[src/rtl/timer_pkg.sv]
// rtl/timer_pkg.sv - register map, TCR/TSR bit positions, divider encoding and reset values for timer_apb_core
package timer_pkg;

  localparam int unsigned ADDR_TDR  = 0;
  localparam int unsigned ADDR_TCR  = 1;
  localparam int unsigned ADDR_TSR  = 2;
  localparam int unsigned ADDR_TCNT = 3;

  localparam int TCR_LOAD   = 7;
  localparam int TCR_UD     = 5;
  localparam int TCR_EN     = 4;
  localparam int TCR_CKS_HI = 1;
  localparam int TCR_CKS_LO = 0;

  localparam int TSR_OVF = 0;
  localparam int TSR_UDF = 1;

  // reserved TCR bits 6, 3 and 2 are never stored
  localparam logic [7:0] TCR_WMASK = 8'hB3;

  localparam logic [7:0] TDR_RST  = 8'h00;
  localparam logic [7:0] TCR_RST  = 8'h00;
  localparam logic [7:0] TCNT_RST = 8'h00;
  localparam logic       FLAG_RST = 1'b0;

  typedef enum logic [1:0] {
    DIV1 = 2'd0,
    DIV2 = 2'd1,
    DIV4 = 2'd2,
    DIV8 = 2'd3
  } cks_e;

  function automatic logic [2:0] cks_mask(input cks_e cks);
    case (cks)
      DIV1:    return 3'd0;
      DIV2:    return 3'd1;
      DIV4:    return 3'd3;
      default: return 3'd7;
    endcase
  endfunction

endpackage

[src/rtl/timer_prescaler.sv]
// rtl/timer_prescaler.sv - free-running divide-by-1/2/4/8 tick generator, held at zero while disabled or loading
module timer_prescaler
  import timer_pkg::*;
#(
  parameter int PRESC_W = 3
) (
  input  logic       clk,
  input  logic       rst,
  input  logic       en,
  input  logic       clr,
  input  logic [1:0] cks,
  output logic       tick
);

  logic [PRESC_W-1:0] presc;
  logic [PRESC_W-1:0] mask;
  logic               run;

  assign run  = en & ~clr;
  assign mask = PRESC_W'(cks_mask(cks_e'(cks)));

  // a divider change only swaps the mask; the count itself keeps running
  assign tick = run & ((presc & mask) == mask);

  always_ff @(posedge clk or posedge rst) begin
    if (rst) begin
      presc <= '0;
    end else if (!run) begin
      presc <= '0;
    end else begin
      presc <= presc + 1'b1;
    end
  end

endmodule

[src/rtl/timer_apb_core.sv]
// rtl/timer_apb_core.sv - 8-bit up/down timer with APB registers TDR/TCR/TSR/TCNT
// Optional TIMER_PSLVERR_EN adds pslverr for out-of-map accesses and TCNT writes.
module timer_apb_core
  import timer_pkg::*;
#(
  parameter int ADDR_W  = 8,
  parameter int CNT_W   = 8,
  parameter int PRESC_W = 3
) (
  input  logic              pclk,
  input  logic              preset,
  input  logic              psel,
  input  logic              penable,
  input  logic              pwrite,
  input  logic [ADDR_W-1:0] paddr,
  input  logic [CNT_W-1:0]  pwdata,
  output logic [CNT_W-1:0]  prdata,
  output logic              pready,
  output logic              tmr_ovf,
  output logic              tmr_udf
`ifdef TIMER_PSLVERR_EN
  ,
  output logic              pslverr
`endif
);

  logic [CNT_W-1:0] tdr;
  logic [CNT_W-1:0] tcr;
  logic [CNT_W-1:0] tcnt;
  logic             ovf;
  logic             udf;

  logic access, wr_ok, tick;
  logic sel_tdr, sel_tcr, sel_tsr, sel_tcnt;
  logic load, ud, en;
  logic ovf_set, udf_set, ovf_clr, udf_clr;
  logic [CNT_W-1:0] rdata;

  assign access   = psel & penable;
  assign pready   = access;
  assign sel_tdr  = (paddr == ADDR_W'(ADDR_TDR));
  assign sel_tcr  = (paddr == ADDR_W'(ADDR_TCR));
  assign sel_tsr  = (paddr == ADDR_W'(ADDR_TSR));
  assign sel_tcnt = (paddr == ADDR_W'(ADDR_TCNT));

`ifdef TIMER_PSLVERR_EN
  logic err;
  assign err     = access & (~(sel_tdr | sel_tcr | sel_tsr | sel_tcnt) | (pwrite & sel_tcnt));
  assign pslverr = err;
  assign wr_ok   = access & pwrite & ~err;
`else
  assign wr_ok   = access & pwrite;
`endif

  assign load = tcr[TCR_LOAD];
  assign ud   = tcr[TCR_UD];
  assign en   = tcr[TCR_EN];

  timer_prescaler #(
    .PRESC_W(PRESC_W)
  ) u_presc (
    .clk (pclk),
    .rst (preset),
    .en  (en),
    .clr (load),
    .cks (tcr[TCR_CKS_HI:TCR_CKS_LO]),
    .tick(tick)
  );

  // tick is already suppressed while LOAD is set
  assign ovf_set = tick & ~ud & (tcnt == {CNT_W{1'b1}});
  assign udf_set = tick & ud & (tcnt == '0);
  assign ovf_clr = wr_ok & sel_tsr & pwdata[TSR_OVF];
  assign udf_clr = wr_ok & sel_tsr & pwdata[TSR_UDF];

  always_ff @(posedge pclk or posedge preset) begin
    if (preset) begin
      tdr <= CNT_W'(TDR_RST);
      tcr <= CNT_W'(TCR_RST);
    end else begin
      if (wr_ok && sel_tdr) tdr <= pwdata;
      if (wr_ok && sel_tcr) tcr <= pwdata & CNT_W'(TCR_WMASK);
    end
  end

  always_ff @(posedge pclk or posedge preset) begin
    if (preset) begin
      tcnt <= CNT_W'(TCNT_RST);
    end else if (load) begin
      tcnt <= tdr;
    end else if (tick) begin
      tcnt <= ud ? tcnt - 1'b1 : tcnt + 1'b1;
    end
  end

  // a hardware set in the same cycle as a W1C keeps the flag
  always_ff @(posedge pclk or posedge preset) begin
    if (preset) begin
      ovf <= FLAG_RST;
      udf <= FLAG_RST;
    end else begin
      ovf <= ovf_set | (ovf & ~ovf_clr);
      udf <= udf_set | (udf & ~udf_clr);
    end
  end

  always_comb begin
    rdata = '0;
    if (sel_tdr)       rdata = tdr;
    else if (sel_tcr)  rdata = tcr;
    else if (sel_tsr)  rdata = CNT_W'({udf, ovf});
    else if (sel_tcnt) rdata = tcnt;
  end

  assign prdata  = (access & ~pwrite) ? rdata : '0;
  assign tmr_ovf = ovf;
  assign tmr_udf = udf;

endmodule
[config.mk]
export PLATFORM = sky130hd
export DESIGN_NAME = timer_apb_core
export DESIGN_NICKNAME = d
export VERILOG_FILES = /design/src/rtl/timer_pkg.sv /design/src/rtl/timer_prescaler.sv /design/src/rtl/timer_apb_core.sv
export SDC_FILE = /design/constraint.sdc
export NUM_CORES = 1
export LEC_CHECK = 0
export ABC_AREA = 1
export CAP_MARGIN = 25
export CORE_MARGIN = 3
export CORE_UTILIZATION = 53
export DETAILED_ROUTE_END_ITERATION = 16
export HOLD_SLACK_MARGIN = 0.05
export PLACE_DENSITY = 0.88
export SYNTH_ARGS = -nofsm -noshare
export SYNTH_HDL_FRONTEND = slang
export SYNTH_SLANG_ARGS = --single-unit
export TNS_END_PERCENT = 10
[constraint.sdc]
create_clock -name pclk -period 2.1 [get_ports pclk]
set_input_delay 0.42 -clock pclk [delete_from_list [all_inputs] [get_ports pclk]]
set_output_delay 0.42 -clock pclk [all_outputs]
set_load 0.02 [all_outputs]
==> run summary <==
average size of a mapped cell = 7.16 um2
Final Wtd Congestion = 0.874
post-synth top area share = 0.344
Worst Hold Class = in -> async
final hold vios = 0
Post-synth top cells = 73 x nand2_1, 38 x nand3_1, 35 x inv_1
ys flop type = dfrtp_1
H-tree levels = 1
vias in the first global route = 1820
period utilisation layout = 0.985
fraction of layout cells with a size suffix above 1 = 0.206
Post-DP Area = 2290 um2
area of the mapped netlist = 1890 um2
Clock Path Buffers = 2
initial DRC count = 85
Final nets = 340
Worst Tran Pin Value = 0.331 ns
Congestion Overflow GR = 0
synth unique cells = 31
fin area = 2380 um2
leading area contributor after synthesis = dfrtp_1
Req. time, crit path = 1.68 ns
Total Wirelength = 4460 um
GRT Overall Usage = 0.228
Worst-Skew Late Latency = 0.33 ns
clk root buf = clkbuf_4
Max Freq = 484 MHz
Slew Limit Fails = 0
status = finished clean
critical path class = in -> out
Yosys reg bits = 26
CP Max Fanout = 5
DR pass1 iterations = 4
DRT antenna net count = 0
Power Density = 431 nW/um2
unrepaired setup endpoints after global routing = yes
largest cells by area after synthesis = dfrtp_1 34%, nand2_1 14%, nand3_1 10%
asr flop ratio synth = 1.00
Die Wd = 65.7 um
CTS tree = yes
Layout area overhead = 26.1%
Slew Limit Headroom = 0.779
Routed WL per cell = 12.5 um
Via Count = 1849
# IOs = 32
Synth Instances = 264
post-synthesis sequential area ratio = 0.344
Net Count, Synth = 293
Starting Density = 0.558
DIE AREA = 4320 um2
WP data arrival = 1.65 ns
CTS sink count = 26
core footprint = 3390 um2
Pleak = 1.24 nW
Warnings, synthesis = 0
Peak VDD IR = 0.000335 V
Inserted Diodes = 0
first-pass GRT wire length = 7790 um
crit end category = output pin
Worst-path clk slew = 0.16 ns
DRC Markers = 0
initial antenna violation count = 0
CP startpoint kind = input port
hold buffer count at cts = 0
hold slack = 0.409 ns
maxcap violations = 0
port bufs = 31
routed vias/inst = 5.19
Final min period = 2.07 ns
Num CTS Buffers = 3
cell with the most instances after synthesis = nand2_1
die span in y = 65.7 um
Row Count = 21
endpoints failing setup = 0
detailed placement HPWL = 3260 um
Worst Skew = 0.0108 ns
pin count of the biggest net entering global routing = 27
number of flops mapped to enable cells by yosys = 0
==> flip-flops by register name, summed over array words and instances (netlist names) <==
signal,cells
tcnt,8
u_presc.presc,3
tdr,8
tcr,5
tmr_ovf,1
tmr_udf,1
==> worst paths after layout <==
check,slack [ns],depth (start not counted),start,to
max,0.03,11,paddr[5],prdata[5]
min,0.41,3,preset,tdr[5]
max reg2reg,0.32,7,tcr[5],tcnt[3]
min reg2reg,0.50,1,u_presc.presc[0],u_presc.presc[0]
max in group asynchronous,1.43,3,preset,tcnt[2]
min in group pclk,0.50,1,u_presc.presc[0],u_presc.presc[0]
==> through the flow <==
step	setup TNS, ns	total power, W	std cells	util	worst slack, ns
after floorplan	0	0.000613	264	-	0.385
after global placement	-4.23	0.000678	346	0.675	-0.554
after detailed placement	-4.37	0.000683	346	0.675	-0.589
after CTS	0	0.00102	356	0.698	0.00490
after global routing	-0.0893	0.00107	356	0.703	-0.0355
final	0	0.00103	356	0.703	0.0325
==> cell usage in the layout (no fill, tap or decap), types with 4 or more instances in the layout <==
master           instances
dlygate4sd2_1            8
inv_1                   34
nor2_4                   6
nand2_2                  5
ha_1                     7
clkdlybuf4s50_1         14
o21ai_0                  5
buf_2                    5
dfrtp_1                 26
nand2_1                 72
nand3_1                 38
buf_4                   16
o21ai_2                  6
nor2_1                  17
nor2_2                   5
a21oi_2                  4
a21oi_1                  9
o21ai_1                  4
==> worst max-delay path: stages <==
cell and delay (ns):
dlygate4sd2_1 0.24, nor2_2 0.11, nand2_2 0.11, nor2_4 0.16
buf_12 0.12, buf_4 0.10, buf_4 0.09, a21oi_2 0.04
nand2_1 0.08, inv_1 0.06, buf_6 0.12
==> cell type report <==
cell class | instances | area [um2]
Tap cell | 46 | 57.6
Sequential cell | 26 | 651
Clock buffer | 3 | 22.5
Multi-Input combinational cell | 194 | 1060
Clock inverter | 1 | 30.0
Timing Repair Buffer | 46 | 399
Fill cell | 278 | 1010
Inverter | 40 | 160
==> cells by family (layout without fill, tap and decap cells) <==
kind of cell,after synthesis,count (layout),share of synthesized area
AND/OR/NAND/NOR,154,154,0.389
adder cells (fa/ha/maj),8,8,0.0569
flip-flops,26,26,0.344
buffers and inverters,44,90,0.105
XOR/XNOR,2,2,0.00927
AO/OA/AOI/OAI,30,30,0.0960
==> layer usage <==
| layer | global-route usage | vias to the layer above | share of wire | wire length, um |
|---|---|---|---|---|
| li1 | - | 939 | - | - |
| met1 | 0.308 | 841 | 0.45 | 1990 |
| met2 | 0.369 | 60 | 0.47 | 2100 |
| met3 | 0.0291 | 9 | 0.066 | 294 |
| met4 | 0.0907 | 0 | 0.018 | 80 |
| met5 | 0 | - | 0 | 0 |
==> what timing repair did <==
action	CTS	global route
gates resized for setup	44	8
buffers inserted	6	0
pin swaps	4	2
endpoints found under the hold margin	0	0
setup endpoints to repair	8	8
==> power breakdown <==
group | switching, W | total, W | internal, W
sequential | 0.0000211 | 0.000535 | 0.000514
combinational | 0.0000754 | 0.000136 | 0.0000609
clock | 0.000162 | 0.000355 | 0.000193
total | 0.000258 | 0.00103 | 0.000768
No activity file was read; power rests on OpenSTA's default activity.
